$ cat config.mk
export PLATFORM = sky130hd
export DESIGN_NAME = sa_pg_seq_flat
export DESIGN_NICKNAME = d
export VERILOG_FILES = /design/src/rtl/sa_pg_seq_if.sv /design/src/rtl/sa_pg_seq.sv /design/src/flat_wrapper.sv
export SDC_FILE = /design/constraint.sdc
export NUM_CORES = 1
export LEC_CHECK = 0
export CAP_MARGIN = 20
export CELL_PAD_IN_SITES_DETAIL_PLACEMENT = 1
export CELL_PAD_IN_SITES_GLOBAL_PLACEMENT = 1
export CORE_ASPECT_RATIO = 1.1
export CORE_UTILIZATION = 47
export DETAILED_ROUTE_END_ITERATION = 8
export PLACE_DENSITY = 0.89
export SLEW_MARGIN = 0
export SYNTH_ARGS = -nofsm -noshare
export SYNTH_HDL_FRONTEND = slang
export SYNTH_SLANG_ARGS = --single-unit
$ cat constraint.sdc
create_clock -name nvdla_core_clk -period 4.5 [get_ports nvdla_core_clk]
set_input_delay 0.9 -clock nvdla_core_clk [delete_from_list [all_inputs] [get_ports nvdla_core_clk]]
set_output_delay 0.9 -clock nvdla_core_clk [all_outputs]
set_load 0.1 [all_outputs]
$ cat src/rtl/sa_pg_seq_if.sv
// Handshake bundle between the SA power manager and the
// power-gating sequencer of one switchable partition.
interface sa_pg_seq_if;
    logic pwr_on_req;
    logic sw_ack;
    logic iso_clamp_n;
    logic clk_en;
    logic sw_sleep;
    logic ret_save;
    logic ret_restore;
    logic pwr_on_status;
    logic busy;
    logic timeout_err;

    modport master (
        output pwr_on_req, sw_ack,
        input  iso_clamp_n, clk_en, sw_sleep, ret_save,
        input  ret_restore, pwr_on_status, busy, timeout_err
    );

    modport slave (
        input  pwr_on_req, sw_ack,
        output iso_clamp_n, clk_en, sw_sleep, ret_save,
        output ret_restore, pwr_on_status, busy, timeout_err
    );
endinterface

$ cat src/rtl/sa_pg_seq.sv
// Power-gating sequencer for one switchable SA partition.
// Always-on domain; every output is registered from the state being entered.
module sa_pg_seq #(
    parameter int ISO_DLY    = 4,
    parameter int RET_DLY    = 2,
    parameter int SW_TIMEOUT = 200,
    parameter int CNT_W      = 8
) (
    input logic        nvdla_core_clk,
    input logic        nvdla_core_rst,
    sa_pg_seq_if.slave pg
);
    localparam int MAX_A = (ISO_DLY > RET_DLY) ? ISO_DLY : RET_DLY;
    localparam int MAX_D = (MAX_A > SW_TIMEOUT) ? MAX_A : SW_TIMEOUT;

    if (ISO_DLY < 1 || RET_DLY < 1 || SW_TIMEOUT < 1 || CNT_W < 1 ||
        (64'd1 << CNT_W) <= 64'(MAX_D)) begin : g_param_err
        $error("sa_pg_seq: bad delay parameters or CNT_W too small");
    end

    localparam logic [CNT_W-1:0] T_ISO = CNT_W'(ISO_DLY - 1);
    localparam logic [CNT_W-1:0] T_RET = CNT_W'(RET_DLY - 1);
    localparam logic [CNT_W-1:0] T_SW  = CNT_W'(SW_TIMEOUT - 1);

    typedef enum logic [3:0] {
        S_OFF, S_SW_ON, S_RESTORE, S_CLK_ON, S_UNCLAMP,
        S_ON, S_CLAMP, S_CLK_OFF, S_SAVE, S_SW_OFF
    } state_t;

    state_t           state, state_nxt;
    logic [CNT_W-1:0] timer, timer_nxt;
    logic             ack_meta, ack_s;
    logic             tmo, enter, t_zero;
    logic             iso_q, clk_q, sleep_q, save_q, rest_q;
    logic             stat_q, busy_q, terr_q;
    logic             iso_n, clk_n, sleep_n, save_n, rest_n;
    logic             stat_n, busy_n, terr_n;

    // First stage samples on the falling edge, so an ack change is seen
    // by the state machine on the second rising edge after it moves.
    always_ff @(negedge nvdla_core_clk or posedge nvdla_core_rst) begin
        if (nvdla_core_rst) ack_meta <= 1'b0;
        else                ack_meta <= pg.sw_ack;
    end

    always_ff @(posedge nvdla_core_clk or posedge nvdla_core_rst) begin
        if (nvdla_core_rst) begin
            ack_s   <= 1'b0;
            state   <= S_OFF;
            timer   <= '0;
            iso_q   <= 1'b0;
            clk_q   <= 1'b0;
            sleep_q <= 1'b1;
            save_q  <= 1'b0;
            rest_q  <= 1'b0;
            stat_q  <= 1'b0;
            busy_q  <= 1'b0;
            terr_q  <= 1'b0;
        end else begin
            ack_s   <= ack_meta;
            state   <= state_nxt;
            timer   <= timer_nxt;
            iso_q   <= iso_n;
            clk_q   <= clk_n;
            sleep_q <= sleep_n;
            save_q  <= save_n;
            rest_q  <= rest_n;
            stat_q  <= stat_n;
            busy_q  <= busy_n;
            terr_q  <= terr_n;
        end
    end

    assign t_zero = (timer == '0);

    always_comb begin
        state_nxt = state;
        tmo       = 1'b0;
        unique case (state)
            S_OFF:     if (pg.pwr_on_req) state_nxt = S_SW_ON;
            S_SW_ON: begin
                if (ack_s) state_nxt = S_RESTORE;
                else if (t_zero) begin
                    state_nxt = S_OFF;
                    tmo       = 1'b1;
                end
            end
            S_RESTORE: if (t_zero) state_nxt = S_CLK_ON;
            S_CLK_ON:  if (t_zero) state_nxt = S_UNCLAMP;
            S_UNCLAMP: state_nxt = S_ON;
            S_ON:      if (!pg.pwr_on_req) state_nxt = S_CLAMP;
            S_CLAMP:   if (t_zero) state_nxt = S_CLK_OFF;
            S_CLK_OFF: if (t_zero) state_nxt = S_SAVE;
            S_SAVE:    if (t_zero) state_nxt = S_SW_OFF;
            S_SW_OFF: begin
                if (!ack_s) state_nxt = S_OFF;
                else if (t_zero) begin
                    state_nxt = S_OFF;
                    tmo       = 1'b1;
                end
            end
            default:   state_nxt = S_OFF;
        endcase
    end

    assign enter = (state_nxt != state);

    always_comb begin
        iso_n   = 1'b0;
        clk_n   = 1'b0;
        sleep_n = 1'b0;
        save_n  = 1'b0;
        rest_n  = 1'b0;
        stat_n  = 1'b0;
        busy_n  = 1'b1;
        unique case (state_nxt)
            S_OFF:     begin sleep_n = 1'b1; busy_n = 1'b0; end
            S_SW_ON:   begin end
            S_RESTORE: rest_n = 1'b1;
            S_CLK_ON:  clk_n  = 1'b1;
            S_UNCLAMP: begin clk_n = 1'b1; iso_n = 1'b1; end
            S_ON: begin
                clk_n  = 1'b1;
                iso_n  = 1'b1;
                stat_n = 1'b1;
                busy_n = 1'b0;
            end
            S_CLAMP:   clk_n  = 1'b1;
            S_CLK_OFF: begin end
            S_SAVE:    save_n = 1'b1;
            S_SW_OFF:  sleep_n = 1'b1;
            default:   begin sleep_n = 1'b1; busy_n = 1'b0; end
        endcase

        terr_n = terr_q | tmo;
        if (enter && (state_nxt == S_SW_ON || state_nxt == S_CLAMP))
            terr_n = 1'b0;

        // Timer reloads on every state entry and counts down to zero.
        timer_nxt = t_zero ? timer : timer - CNT_W'(1);
        if (enter) begin
            unique case (state_nxt)
                S_SW_ON, S_SW_OFF:           timer_nxt = T_SW;
                S_RESTORE, S_SAVE:           timer_nxt = T_RET;
                S_CLK_ON, S_CLAMP, S_CLK_OFF: timer_nxt = T_ISO;
                default:                     timer_nxt = '0;
            endcase
        end
    end

    assign pg.iso_clamp_n   = iso_q;
    assign pg.clk_en        = clk_q;
    assign pg.sw_sleep      = sleep_q;
    assign pg.ret_save      = save_q;
    assign pg.ret_restore   = rest_q;
    assign pg.pwr_on_status = stat_q;
    assign pg.busy          = busy_q;
    assign pg.timeout_err   = terr_q;
endmodule

$ cat src/flat_wrapper.sv
// flat-port wrapper written by rule: the top's interface ports become plain ports
module sa_pg_seq_flat 
#(
    parameter int ISO_DLY    = 4,
    parameter int RET_DLY    = 2,
    parameter int SW_TIMEOUT = 200,
    parameter int CNT_W      = 8
)
  (nvdla_core_clk, nvdla_core_rst, pg_pwr_on_req, pg_sw_ack, pg_iso_clamp_n, pg_clk_en, pg_sw_sleep, pg_ret_save, pg_ret_restore, pg_pwr_on_status, pg_busy, pg_timeout_err);
  sa_pg_seq_if pg_i ();
  input logic nvdla_core_clk;
  input logic nvdla_core_rst;
  input wire logic [$bits(pg_i.pwr_on_req)-1:0] pg_pwr_on_req;
  input wire logic [$bits(pg_i.sw_ack)-1:0] pg_sw_ack;
  output wire logic [$bits(pg_i.iso_clamp_n)-1:0] pg_iso_clamp_n;
  output wire logic [$bits(pg_i.clk_en)-1:0] pg_clk_en;
  output wire logic [$bits(pg_i.sw_sleep)-1:0] pg_sw_sleep;
  output wire logic [$bits(pg_i.ret_save)-1:0] pg_ret_save;
  output wire logic [$bits(pg_i.ret_restore)-1:0] pg_ret_restore;
  output wire logic [$bits(pg_i.pwr_on_status)-1:0] pg_pwr_on_status;
  output wire logic [$bits(pg_i.busy)-1:0] pg_busy;
  output wire logic [$bits(pg_i.timeout_err)-1:0] pg_timeout_err;
  assign pg_i.pwr_on_req = pg_pwr_on_req;
  assign pg_i.sw_ack = pg_sw_ack;
  assign pg_iso_clamp_n = pg_i.iso_clamp_n;
  assign pg_clk_en = pg_i.clk_en;
  assign pg_sw_sleep = pg_i.sw_sleep;
  assign pg_ret_save = pg_i.ret_save;
  assign pg_ret_restore = pg_i.ret_restore;
  assign pg_pwr_on_status = pg_i.pwr_on_status;
  assign pg_busy = pg_i.busy;
  assign pg_timeout_err = pg_i.timeout_err;
  sa_pg_seq #(.ISO_DLY(ISO_DLY), .RET_DLY(RET_DLY), .SW_TIMEOUT(SW_TIMEOUT), .CNT_W(CNT_W)) u_core (.nvdla_core_clk(nvdla_core_clk), .nvdla_core_rst(nvdla_core_rst), .pg(pg_i));
endmodule
==> impl_results.md, run 1 <==
* Status: completed
* CP Capture Type: flop
* Largest net degree at the start of global routing at 22
* Final wirelength at roughly 2900 µm
* Sw Share at 0.191
* Root buffer cell: clkbuf_4
* Final Power at 0.361 mW
* Peak VDD IR at about 190 µV
* Initial core utilization at 0.495
* Power Dens Cells at around 260 mW/mm²
* Vias in the first global route at 1,031
* Core area at 0.00250 mm²
* Dpl hpwl at 2160 µm
* Avg Cell Area, Syn at 10.1 µm²
* Hold Buf Count CTS at 0
* Ports at 12
* DR pass1 iterations at 4
* RSZ-0062 raised after global routing: no
* Syn Nets at around 130
* CP max stage delay at 0.39 ns
* Crit path max fanout at 1
* Clock buffer count from CTS at 3
* Setup Viol. Count Final at 0
* Postcts setup bufs at 0
* Initial antenna violation count at 0
* Num rows at 19
* Detailed Route Iter0 Violations at 15
* CP Class: in2reg
* Syn. warnings at 0
* Share of post-route cells with drive strength above 1 at 0.121
* Worst EP arrival at 1.29 ns
* Longest Clk Path Bufs at 2
* DR vias at just under 1,000
* Register area share after synthesis at 0.446
* Max Slew Vio Count at 0
* Yosys cell types at 50
* Combinational power share at 0.024
* Crit path max-delay family: buffers and inverters
* Die area at 0.00284 mm²
* RePlAce Congestion at 0.876
* Worst Tran Pin Value at 0.982 ns
* Post-route setup TNS at 0 ns
* Yosys reg bits at 22
* Worst min-delay path class: reg2reg
* Total track usage at 0.231
* Worst Clk Skew at 0.00627 ns
* TritonCTS clock tree: yes
* # diodes at 0
* Hold Fails Final Rpt at 0
* Clock transition at the registers of the reported paths at 0.12 ns
* Antenna-violating nets left at 0
* I/O Buffers at 11
* Int Pwr at 0.292 mW
* Post-synth top flop: dfrtp_1
* P&R area growth vs syn at 14.4%
* Clk pwr share at 0.423
* First-pass GRT wire length at a little under 5000 µm
* Final nets at 138
* Die X at approximately 51 µm
* Post-CTS Resized at 0
* Worst skew pair latency at 0.31 ns
* Gr ovfl total at 0
* Drt drc at 0
* Leakage at 0.571 nW
* Sequential share of power at 0.553
* Crit start category: input pin
* NetSw at approximately 0.069 mW
* Crit path buf inv count at 1
* Post-Syn Area at 0.00124 mm²
* Crit-path cells: clkdlybuf4s50_1
* WP data required at ~2.4 ns
* Crit-path slowest cell: clkdlybuf4s50_1
* Clk sinks at 22
* Drt via density at 5.90
* Slew HR at 0.344
* Chip height at 55.8 µm
* Wire per inst at roughly 18 µm
* Max-Cap Viols at 0
* EDFF count, synth at 0
* H-tree Lvls at 1
* Mapped Cells at ~120
* Ys async rst share at 1.00
## synth_stat cells (2+ instances only)
master	instances	share of area
dfrtp_1	20	0.40
nor2_1	13	0.039
xnor2_1	8	0.057
inv_1	7	0.021
a31oi_1	5	0.025
clkbuf_1	4	0.012
nand2_1	4	0.012
nor3_1	4	0.016
a21oi_1	3	0.012
mux2i_1	3	0.024
nand2b_1	3	0.015
nand4_1	3	0.015
nor4_1	3	0.015
o31ai_1	3	0.018
mux2_2	2	0.018
nor2b_1	2	0.010
nor3b_1	2	0.012
## cells by family (layout without fill, tap and decap cells)
logic type,after synthesis,in the layout,synth area share
multiplexers,5,5,0.0425
XOR/XNOR,9,9,0.0638
adder cells (fa/ha/maj),2,2,0.0182
AO/OA/AOI/OAI,25,25,0.158
buffers and inverters,13,23,0.0466
flip-flops,22,22,0.446
AND/OR/NAND/NOR,46,46,0.225
## sequential cells by signal (all words and copies together), names as in the netlist
| signal | cells |
|---|---|
| u_core.pg.ret_save | 1 |
| u_core.state | 4 |
| u_core.pg.timeout_err | 1 |
| u_core.pg.iso_clamp_n | 1 |
| u_core.ack_meta | 1 |
| u_core.pg.sw_sleep | 1 |
| u_core.pg.clk_en | 1 |
| u_core.pg.ret_restore | 1 |
| u_core.timer | 8 |
| u_core.pg.pwr_on_status | 1 |
| u_core.ack_s | 1 |
| u_core.pg.busy | 1 |
## final timing paths
| kind | from | endpoint | slack [ns] | cells past startpoint |
|---|---|---|---|---|
| min in group asynchronous | nvdla_core_rst | u_core.pg.ret_save | 0.99 | 3 |
| worst max register to register | u_core.timer[3] | u_core.timer[0] | 1.71 | 6 |
| worst min-delay path | u_core.pg.timeout_err | u_core.pg.timeout_err | 0.58 | 2 |
| max in group asynchronous | nvdla_core_rst | u_core.ack_meta | 1.46 | 2 |
| worst max-delay path | pg_sw_ack | u_core.ack_meta | 1.12 | 1 |
| worst min register to register | u_core.pg.timeout_err | u_core.pg.timeout_err | 0.58 | 2 |
## power by group through the flow
stage / Clock, mW / Combinational (mW) / Sequential [mW]
2_1_floorplan: 0 / 0.00379 / 0.203
3_3_place_gp: 0 / 0.00859 / 0.203
3_5_place_dp: 0 / 0.00899 / 0.204
4_1_cts: 0.155 / 0.00899 / 0.200
5_1_grt: 0.161 / 0.0102 / 0.200
6_report: 0.153 / 0.00869 / 0.200
## routing by layer
layer,global-route usage,up-vias,share of wire,wire (µm)
li1,-,467,-,-
met1,0.272,470,0.41,1190
met2,0.414,20,0.54,1560
met3,0.0328,4,0.035,101
met4,0.0873,0,0.0080,23
met5,0,-,0,0
## stage by stage
step / util / area (µm²) / std cells / setup WS [ns] / hold slack, ns
2_1_floorplan: - / 1240 / 122 / 1.03 / 0.565
3_3_place_gp: 0.545 / 1360 / 159 / 0.799 / 0.522
3_5_place_dp: 0.545 / 1360 / 159 / 0.793 / 0.552
4_1_cts: 0.566 / 1410 / 163 / 1.13 / 0.588
5_1_grt: 0.566 / 1410 / 163 / 1.10 / 0.614
6_report: 0.566 / 1410 / 163 / 1.12 / 0.578
## layout make-up
type | count | area (µm²)
fillers | 274 | 1080
multi-input cells | 87 | 627
flip-flops and latches | 22 | 552
repair buffers | 12 | 118
well taps | 31 | 38.8
clock inverters | 1 | 30.0
inverters | 7 | 26.3
clock buffers | 3 | 22.5
## layout by cell type, fill, tap and decap left out, types with 4 or more instances in the layout
master,netlist,final
inv_1,7,7
nand2_1,4,4
dfrtp_1,20,20
nor3_1,4,4
nor2_1,13,13
xnor2_1,8,8
clkdlybuf4s50_1,0,11
a31oi_1,5,5
No activity file was read; power rests on OpenSTA's default activity.
==> run 2: changes to the inputs <==
--- a/config.mk
+++ b/config.mk
@@ -9,9 +9,9 @@
 export CELL_PAD_IN_SITES_DETAIL_PLACEMENT = 1
 export CELL_PAD_IN_SITES_GLOBAL_PLACEMENT = 1
 export CORE_ASPECT_RATIO = 1.1
-export CORE_UTILIZATION = 47
+export CORE_UTILIZATION = 39
 export DETAILED_ROUTE_END_ITERATION = 8
-export PLACE_DENSITY = 0.89
+export PLACE_DENSITY = 0.79
 export SLEW_MARGIN = 0
 export SYNTH_ARGS = -nofsm -noshare
 export SYNTH_HDL_FRONTEND = slang
==> constraint.sdc (replaced) <==
create_clock -name nvdla_core_clk -period 2.7 [get_ports nvdla_core_clk]
set_input_delay 0.54 -clock nvdla_core_clk [delete_from_list [all_inputs] [get_ports nvdla_core_clk]]
set_output_delay 0.54 -clock nvdla_core_clk [all_outputs]
set_load 0.1 [all_outputs]
==> impl_results.md, run 2 (synthesized netlist as in run 1, its figures left out) <==
* Grt met1 use at 0.251 (-0.0208)
* Post-CTS Resized at 0 (unchanged)
* Power Dens Cells at 421 mW/mm² (+65%)
* Reg2Reg Capture Point: u_core.timer[1]
* DR vias at 1,014 (+5.5%)
* Share of post-route cells with drive strength above 1 at 0.212 (+0.0905)
* Worst hold path depth at 2 (unchanged)
* Detailed Route Iter0 Violations at 47 (+32)
* CP Capture Type: flop
* P&R area growth vs syn at 16.1%
* Setup Viol. Count Final at 0 (unchanged)
* Postcts setup bufs at 0 (unchanged)
* Top Registers: u_core.timer (8), u_core.state (4)
* Dpl hpwl at 2260 µm (+4.9%)
* Final nets at 143 (+3.6%)
* TritonCTS clock tree: yes
* Worst Clk Skew at 0.00975 ns (+0.00348 ns)
* Clock buffer count from CTS at 3 (unchanged)
* Initial core utilization at 0.409 (-0.0861)
* Commonest non-fill, non-tap cell in the layout: dfrtp_1
* CP Class: reg2reg
* Crit path top cell by count: buf_4
* Reg2Reg Launch Point: u_core.timer[0]
* RSZ-0062 raised after global routing: no
* Hold Crit Start: u_core.pg.timeout_err
* Peak Freq at between 400 and 500 MHz
* CP max stage delay at 0.45 ns (+0.06 ns)
* Hold Fails Final Rpt at 0 (unchanged)
* R2R setup slack at 0.29 ns (-1.42 ns)
* Commonest cells after routing, fill and taps aside: 20 x dfrtp_1, 14 x buf_4, 13 x nor2_1
* Hold Buf Count CTS at 0 (unchanged)
* Leakage at 0.607 nW (+6.2%)
* Post-route minimum period at between 2 and 2.5 ns
* Peak VDD IR at 263 µV (+38%)
* Worst hold slack at 0.564 ns (-0.0134 ns)
* Vias in the first global route at 1,023 (-0.78%)
* Num rows at 21 (+2)
* Worst EP arrival at 2.66 ns (+1.37 ns)
* Worst hold path endpoint: u_core.pg.timeout_err
* Crit path max-delay family: simple AND/OR/NAND/NOR gates
* Wire per inst at 18.1 µm (+2.5%)
* Antenna-violating nets left at 0 (unchanged)
* Final wirelength at 3090 µm (+7.5%)
* Met3 Usage GRT at 0.0294 (-0.00338)
* Pre-CTS WS at 0.0866 ns (-0.706 ns)
* # diodes at 0 (unchanged)
* Crit-path cells: inv_1 -> ha_1 -> nor3b_1 -> buf_4 -> nand2_2 -> or3_1 -> and3_1 -> buf_4 -> o221a_1 -> o22ai_1
* Die area at 0.00340 mm² (+20%)
* Largest net degree at the start of global routing at 22 (unchanged)
* Slew HR at 0.642 (+0.298)
* Non-Filler Instances at 171 (+4.9%)
* Initial antenna violation count at 0 (unchanged)
* Fillers at 347 (+27%)
* Core area at 0.00302 mm² (+21%)
* First-pass GRT wire length at 5160 µm (+7.0%)
* Crit start category: flop
* Drt drc at 0 (unchanged)
* WP data required at 2.95 ns (+0.53 ns)
* I/O Buffers at 11 (unchanged)
* Chip height at 61.1 µm (+9.4%)
* Crit-path slowest cell: dfrtp_1
* Worst reg-to-reg path cell count at 10 (+4)
* Clk sinks at 22 (unchanged)
* Worst min-delay path class: reg2reg
* Cell Area, Placed at 0.00138 mm² (+1.6%)
* Crit path max fanout at 6 (+5)
* H-tree Lvls at 1 (unchanged)
* Worst skew pair latency at 0.31 ns (about the same)
* Most Crowded Layer GR: met2
* Max-Cap Viols at 0 (unchanged)
* Max Slew Vio Count at 0 (unchanged)
* RePlAce Congestion at 0.875 (about the same)
* Root buffer cell: clkbuf_4
* Largest register FFs at 8 (unchanged)
* Total track usage at 0.203 (-0.0285)
* Most flops, register: u_core.timer
* Drt via density at 5.93 (+0.58%)
* Post-route setup TNS at 0 ns (unchanged)
* GR Util met2 at 0.358 (-0.0555)
* Setup ws final at 0.285 ns (-0.838 ns)
* Status: completed
* Gr ovfl total at 0 (unchanged)
* Placed Cells at 167 (+5.0%)
* Ports at 12 (unchanged)
* Worst Tran Pin Value at 0.533 ns (-0.448 ns)
* Longest Clk Path Bufs at 2 (unchanged)
* Die X at 55.7 µm (+9.4%)
* Clock transition at the registers of the reported paths at 0.13 ns (about the same)
* Final Cycle Share at 0.894
* Fin area at 0.00144 mm² (+1.5%)
* DR pass1 iterations at 4 (unchanged)
* Crit path buf inv count at 3 (+2)
[run 2: cell types whose count changed in the layout (fill, tap and decap cells not counted)]
cell	before	now
buf_4	1	14
clkdlybuf4s50_1	11	3
[run 2: how the worst max path moves through the flow]
stage | start | endpoint | depth (start not counted)
after floorplan | u_core.timer[0] | u_core.timer[2] | 9
after global placement | pg_pwr_on_req | u_core.timer[0] | 7
after detailed placement | pg_pwr_on_req | u_core.timer[0] | 7
after CTS | u_core.timer[0] | u_core.timer[1] | 10
after global routing | u_core.timer[0] | u_core.timer[1] | 10
final | u_core.timer[0] | u_core.timer[1] | 10
[run 2: power by group]
group / switching [mW] / internal [mW]
combinational: 0.00893 / 0.00567
clock: 0.106 / 0.150
sequential: 0.00174 / 0.331
total: 0.117 / 0.487
[run 2: per-layer routing]
layer	wire length (µm)	vias up
met4	31	0
li1	-	473
met2	1630	30
met1	1280	507
met3	151	4
met5	0	-
[run 2: cell type report]
cell class | count | area [µm²] | share of cell area
tap | 34 | 42.5 | 0.0296
clock buffer | 3 | 22.5 | 0.0157
sequential | 22 | 552 | 0.384
inverter | 7 | 26.3 | 0.0183
clock inverter | 1 | 30.0 | 0.0209
timing repair buffer | 17 | 135 | 0.0942
multi-input combinational | 87 | 627 | 0.437
[run 2: worst reg2reg max path: cells and delay by family (launching register included)]
family | cells | cell delay, ns
compound gates | 2 | 0.35
buf+inv | 3 | 0.42
simple gates | 4 | 0.93
flops | 1 | 0.45
fa+ha+maj | 1 | 0.21
[run 2: metrics by stage]
step	util	total power [mW]
after floorplan	-	0.345
after global placement	0.458	0.354
after detailed placement	0.458	0.354
after CTS	0.475	0.609
after global routing	0.475	0.626
final	0.475	0.604
